File: src/rtl/isa_dispatch_pkg.sv
// ============================================================================
// Module      : isa_dispatch_pkg
// Description : Shared types and constants for the instruction dispatcher.
// Revision    : 1.0  initial release
// ============================================================================
`default_nettype none

package isa_dispatch_pkg;

    localparam int unsigned c_ip_w    = 64;
    localparam int unsigned c_instr_w = 16;
    localparam int unsigned c_fld_w   = 4;

    // Bit positions of the instruction fields
    localparam int unsigned c_opc_lsb = 12;
    localparam int unsigned c_r0_lsb  = 8;
    localparam int unsigned c_r1_lsb  = 4;
    localparam int unsigned c_r2_lsb  = 0;

    // Opcode of each execution unit (opcode == unit index)
    localparam logic [3:0] BRC_EQ  = 4'd0;
    localparam logic [3:0] BRC_NE  = 4'd1;
    localparam logic [3:0] BRC_LT  = 4'd2;
    localparam logic [3:0] BRC_GE  = 4'd3;
    localparam logic [3:0] ALU_ADD = 4'd4;
    localparam logic [3:0] ALU_SUB = 4'd5;
    localparam logic [3:0] ALU_LOG = 4'd6;
    localparam logic [3:0] ALU_SHF = 4'd7;
    localparam logic [3:0] MEM_LD  = 4'd8;
    localparam logic [3:0] MEM_ST  = 4'd9;
    localparam logic [3:0] MUL_OP  = 4'd10;
    localparam logic [3:0] DIV_OP  = 4'd11;
    localparam logic [3:0] SYS_CAL = 4'd12;
    localparam logic [3:0] SYS_CSR = 4'd13;
    localparam logic [3:0] FPU_OP  = 4'd14;
    localparam logic [3:0] EXT_OP  = 4'd15;

    typedef enum logic [2:0] {
        S_IDLE    = 3'd0,
        S_DECODE  = 3'd1,
        S_EXEC    = 3'd2,
        S_RELEASE = 3'd3,
        S_COMMIT  = 3'd4
    } state_t;

    function automatic logic [c_fld_w-1:0] get_field(
        input logic [c_instr_w-1:0] word,
        input int unsigned          lsb
    );
        return word[lsb +: c_fld_w];
    endfunction

endpackage

`default_nettype wire

File: src/rtl/isa_dispatch_wdog.sv
// ============================================================================
// Module      : isa_dispatch_wdog
// Description : EXEC-phase watchdog: counts EXEC cycles, flags the last one.
// Revision    : 1.0  initial release
// ============================================================================
`default_nettype none

module isa_dispatch_wdog #(
    parameter int unsigned TIMEOUT = 255
) (
    input  logic clk,
    input  logic rst_n,
    input  logic clr,
    input  logic run,
    output logic expired
);

    localparam int unsigned     c_cnt_w = (TIMEOUT < 2) ? 1 : $clog2(TIMEOUT);
    localparam logic [c_cnt_w-1:0] c_last = c_cnt_w'(TIMEOUT - 1);

    logic [c_cnt_w-1:0] r_cnt;

    always_ff @(posedge clk or negedge rst_n) begin
        if (!rst_n) begin
            r_cnt <= '0;
        end else if (clr) begin
            r_cnt <= '0;
        end else if (run && (r_cnt != c_last)) begin
            r_cnt <= r_cnt + c_cnt_w'(1);
        end
    end

    // Fires during the TIMEOUT-th EXEC cycle so the exit edge ends EXEC on time
    assign expired = run && (r_cnt == c_last);

endmodule

`default_nettype wire

File: src/rtl/isa_dispatch.sv
// ============================================================================
// Module      : isa_dispatch
// Description : Instruction dispatcher: decode, enable one unit, commit ip.
//               Optional watchdog build macro: ISA_DISPATCH_TIMEOUT_EN.
// Revision    : 1.0  initial release
// ============================================================================
`default_nettype none

module isa_dispatch
    import isa_dispatch_pkg::*;
#(
    parameter int unsigned NUNITS  = 8,
    parameter int unsigned TIMEOUT = 255
) (
    input  logic                 clk,
    input  logic                 rst_n,
    input  logic                 instr_valid,
    input  logic [15:0]          instr,
    output logic                 instr_ready,
    output logic [NUNITS-1:0]    unit_en,
    output logic [3:0]           r0,
    output logic [3:0]           r1,
    output logic [3:0]           r2,
    input  logic [NUNITS-1:0]    unit_finished,
    input  logic                 unit_ip_set,
    input  logic [c_ip_w-1:0]    unit_ip_val,
    output logic [c_ip_w-1:0]    ip,
    output logic                 busy,
    output logic                 illegal,
    output logic                 fault
);

    state_t              r_state;
    state_t              w_next;
    logic [3:0]          r_opcode;
    logic [3:0]          r_r0;
    logic [3:0]          r_r1;
    logic [3:0]          r_r2;
    logic [c_ip_w-1:0]   r_ip;
    logic [c_ip_w-1:0]   r_target;
    logic                r_taken;
    logic                r_fault;
    logic                w_legal;
    logic                w_finished;
    logic                w_expired;

    if ((NUNITS < 1) || (NUNITS > 16) || (TIMEOUT < 1)) begin : g_bad_params
        // Unsupported configuration; left empty so lint flags the unused block
    end

`ifdef ISA_DISPATCH_TIMEOUT_EN
    isa_dispatch_wdog #(
        .TIMEOUT (TIMEOUT)
    ) u_wdog (
        .clk     (clk),
        .rst_n   (rst_n),
        .clr     (r_state == S_DECODE),
        .run     (r_state == S_EXEC),
        .expired (w_expired)
    );
`else
    assign w_expired = 1'b0;
`endif

    assign w_legal = (32'(r_opcode) < NUNITS);

    // Enable is decoded from state so any reset drops it in the same time step
    always_comb begin
        unit_en    = '0;
        w_finished = 1'b0;
        for (int i = 0; i < int'(NUNITS); i++) begin
            if (r_opcode == 4'(i)) begin
                unit_en[i] = (r_state == S_EXEC);
                w_finished = unit_finished[i];
            end
        end
    end

    always_comb begin
        w_next = r_state;
        case (r_state)
            S_IDLE:    if (instr_valid) w_next = S_DECODE;
            S_DECODE:  w_next = w_legal ? S_EXEC : S_COMMIT;
            S_EXEC:    if (w_finished || w_expired) w_next = S_RELEASE;
            S_RELEASE: w_next = S_COMMIT;
            S_COMMIT:  w_next = S_IDLE;
            default:   w_next = S_IDLE;
        endcase
    end

    always_ff @(posedge clk or negedge rst_n) begin
        if (!rst_n) begin
            r_state  <= S_IDLE;
            r_opcode <= '0;
            r_r0     <= '0;
            r_r1     <= '0;
            r_r2     <= '0;
            r_ip     <= '0;
            r_target <= '0;
            r_taken  <= 1'b0;
            r_fault  <= 1'b0;
        end else begin
            r_state <= w_next;
            case (r_state)
                S_IDLE: begin
                    if (instr_valid) begin
                        r_opcode <= get_field(instr, c_opc_lsb);
                        r_r0     <= get_field(instr, c_r0_lsb);
                        r_r1     <= get_field(instr, c_r1_lsb);
                        r_r2     <= get_field(instr, c_r2_lsb);
                    end
                end
                S_DECODE: r_taken <= 1'b0;
                S_EXEC: begin
                    // A timeout abandons any captured branch target
                    if (w_expired && !w_finished) begin
                        r_taken <= 1'b0;
                        r_fault <= 1'b1;
                    end else if (unit_ip_set) begin
                        r_target <= unit_ip_val;
                        r_taken  <= 1'b1;
                    end
                end
                S_COMMIT: r_ip <= r_taken ? r_target : (r_ip + c_ip_w'(1));
                default: ;
            endcase
        end
    end

    assign instr_ready = (r_state == S_IDLE);
    assign busy        = (r_state != S_IDLE);
    assign illegal     = (r_state == S_DECODE) && !w_legal;
    assign fault       = r_fault;
    assign r0          = r_r0;
    assign r1          = r_r1;
    assign r2          = r_r2;
    assign ip          = r_ip;

endmodule

`default_nettype wire

File: config.mk
export PLATFORM = sky130hd
export DESIGN_NAME = isa_dispatch
export DESIGN_NICKNAME = d
export VERILOG_FILES = /design/src/rtl/isa_dispatch_pkg.sv /design/src/rtl/isa_dispatch_wdog.sv /design/src/rtl/isa_dispatch.sv
export SDC_FILE = /design/constraint.sdc
export NUM_CORES = 1
export LEC_CHECK = 0
export ABC_AREA = 1
export BUFFER_PORTS_ARGS = -buffer_cell sky130_fd_sc_hd__buf_2
export CAP_MARGIN = 10
export CORE_MARGIN = 3
export CORE_UTILIZATION = 40
export DETAILED_ROUTE_END_ITERATION = 7
export PLACE_DENSITY = 0.64
export SETUP_SLACK_MARGIN = 0.1
export SLEW_MARGIN = 0
export SYNTH_ARGS = -nofsm -noshare
export SYNTH_HDL_FRONTEND = slang
export SYNTH_HIERARCHICAL = 1
export SYNTH_SLANG_ARGS = --single-unit
export TNS_END_PERCENT = 5
File: constraint.sdc
create_clock -name clk -period 2.6 [get_ports clk]
set_input_delay 0.52 -clock clk [delete_from_list [all_inputs] [get_ports clk]]
set_output_delay 0.52 -clock clk [all_outputs]
set_load 0.02 [all_outputs]
==> results.yml <==
cts:
  cts_tree: "built"
  clk_pin_slew_ns: 0.07
  clk_path_buf_depth: 2
  clock_sinks: 148
  htreeDepth: 4
  root_buffer: "clkbuf_16"
  cts_inserted_buffers: 17
  clkLatencyLatePin_ns: 0.44
  hold_buffers: 0
floorplanning:
  rows: 53
  dieArea_um2: 23670
  start_util: 0.4120
  core_area_um2: 21220
  io_pins: 180
  die_x_um: 153.8
  die_height_um: 153.8
worst_setup_path:
  critical_path_class: "reg2out"
  path_max_fanout: 9
  worstSetupEndpointType: "output pin"
  r2r_slack_ns: 0.52
  arrival_ns: 1.78
  critPathRequiredTime_ns: 2.08
  start_kind: "flip-flop"
timing:
  finalClockSkew_ns: 0.01497
  fin_crit_sh: 0.8856
  setup_viol: 0
  grt_setup_unrepaired: "false"
  finalMaxSlewViolations: 0
  max_slew_margin: 0.5265
  fmax_mhz: 434.3
  post-route-min-period_ns: 2.303
  tightest_slew_ns: 0.7102
  tns_ns: 0
  final_hold_viol_count: 0
routing:
  num_vias: 8567
  ant_nets: 0
  drt_iter0_markers: 538
  routed_wl_um: 28670
  drt-pass1-iter-count: 5
  drt-vias-per-instance: 5.016
  routedWlPerCell_um: 16.79
  drc: 0
synthesis:
  ys_warn_count: 6
  seq_area_frac_synth: 0.4236
  ys_async_sr_fraction: 1.000
  synth-edff-count: 0
  ys_top_cells_by_area: "dfrtp_1 (42%), nand2_1 (16%), nor2_1 (7.6%), inv_1 (7.2%), a21oi_1 (5.4%)"
  synth_nets: 1346
  syn_area_um2: 8743
  synth-seq-cells: 148
  yosys.area.top_type: "dfrtp_1"
  yosysTopAreaCellShare: 0.4236
  ys_types: 37
  synth.avg_cell_area_um2: 6.978
  netlist_instances: 1253
  ys_dominant_reg_cell: "dfrtp_1"
grt:
  grt_use_met3: 0.04672
  grt_pass1_wl_um: 45240
  gr-usage-all-layers: 0.2427
  grt_pass1_vias: 8417
  grt_max_degree: 100
  antenna_found_initial: 0
  use_met2: 0.4042
  grt_overflow: 0
  grt_use_met1: 0.3241
  top_usage_layer: "met2"
power:
  peakVddDrop_mv: 0.6386
  pwr_density_cell_nw_per_um2: 1089
  p_leak_nw: 5.610
place:
  port-buffer-count: 178
  dp.cells: 1676
  gp_congestion: 0.9549
  dp_hpwl_um: 21740
status:
  outcome: "finished, final reports clean"
job:
  drv_cap: 0
layout:
  area_growth_pct: 20.85
  drive_above_1_share: 0.2024
  final_cells: 1708
  diodes: 0
  nets: 1513
min_path:
  worstHoldPathType: "in2async"
## synthesized netlist by cell type (3+ instances only)
cell type  number
nand2_1       376
nor2_1        176
inv_1         168
dfrtp_1       148
a21oi_1        95
nand3_1        80
mux2_2         39
o21ai_0        36
nand4_1        22
clkbuf_1       19
buf_2          14
xor2_1         13
buf_1           7
nor2_2          6
nor3_1          6
o21ai_1         6
o21bai_1        6
inv_2           5
nand2_2         4
nor2_4          4
o22ai_1         3
## worst max-delay path: stages, from the launching register on
cell      delay [ns]
dfrtp_1         0.41
nor2_1          0.14
inv_1           0.11
nor2_4          0.15
clkinv_2        0.14
nor4_1          0.19
buf_2           0.21
## cell usage in the layout, fill, tap and decap left out, drive strengths merged
master,count
inv,182
clkinv,4
nor3,7
dfrtp,148
conb,1
a31oi,1
or2,1
o22ai,3
clkbuf,17
a21oi,95
nand4,22
mux2,39
nand3,81
a2bb2oi,2
buf,189
xnor2,1
xor2,13
o21bai,6
nand2,382
a22oi,1
ha,1
o21ai,42
clkinvlp,2
nor2,187
o32ai,1
bufinv,1
nor4,2
o211ai,2
## logic make-up (layout without fill, tap and decap cells)
kind of cell | count (synthesis) | count (layout) | synth area share
other cells | 1 | 1 | 0.0004289
mux | 39 | 39 | 0.05023
compound gates | 153 | 153 | 0.09202
flops | 148 | 148 | 0.4236
fa+ha+maj | 1 | 1 | 0.001431
buf+inv | 215 | 395 | 0.09473
xor+xnor | 14 | 14 | 0.01402
simple gates | 682 | 682 | 0.3236
## flip-flops by register name, indices dropped and copies added (netlist names)
signal	cells
ip	64
r_target	64
r_taken	1
r_opcode	4
r1	4
r_state	3
r0	4
r2	4
## path summary, 6_finish.rpt
kind | start | to | cells past startpoint
worst max register to register | ip[0] | ip[20] | 10
min in group clk | instr[1] | r2[1] | 2
worst min-delay path | rst_n | r_target[16] | 1
max in group asynchronous | rst_n | r_target[44] | 2
worst max-delay path | r_state[0] | unit_en[3] | 6
worst min register to register | r_target[7] | r_target[7] | 1
## per-stage QoR
stage	power (mW)	util	hold slack, ns	cell area (um^2)	worst slack (ns)
final	11.51	0.4979	0.02816	10570	0.2974
after global routing	12.36	0.4979	0.05776	10570	0.1140
after CTS	11.58	0.4977	0.03700	10560	0.1817
after detailed placement	9.048	0.4698	0.4865	9968	0.4462
after global placement	8.939	0.4698	0.4849	9968	0.5628
after floorplan	7.299	-	0.2244	8743	0.5466
## where the power goes
| group | leakage [nW] | internal (mW) | switching [mW] | total, mW |
|---|---|---|---|---|
| clock | 0.286 | 1.37 | 1.15 | 2.51 |
| combinational | 3.55 | 1.63 | 2.99 | 4.62 |
| sequential | 1.77 | 3.32 | 1.05 | 4.38 |
## what timing repair did
item | in CTS | in global routing
setup endpoints to repair | 4 | 1
buffers inserted | 0 | 0
gates resized for setup | 2 | 1
## area by class of cell
class	count	area, um^2
clock buffer	17	425.4
fill	2179	10650
multi-input combinational	890	4232
clock inverter	15	163.9
tap	275	344.1
sequential	148	3705
inverter	174	654.4
timing repair buffer	189	1042
## routing by layer
metal	up-vias	wire length, um
met1	3967	12710
met4	0	571
met2	272	13830
met5	-	0
met3	35	1559
li1	4293	-
Note: power is estimated with default switching activity, not from simulation.
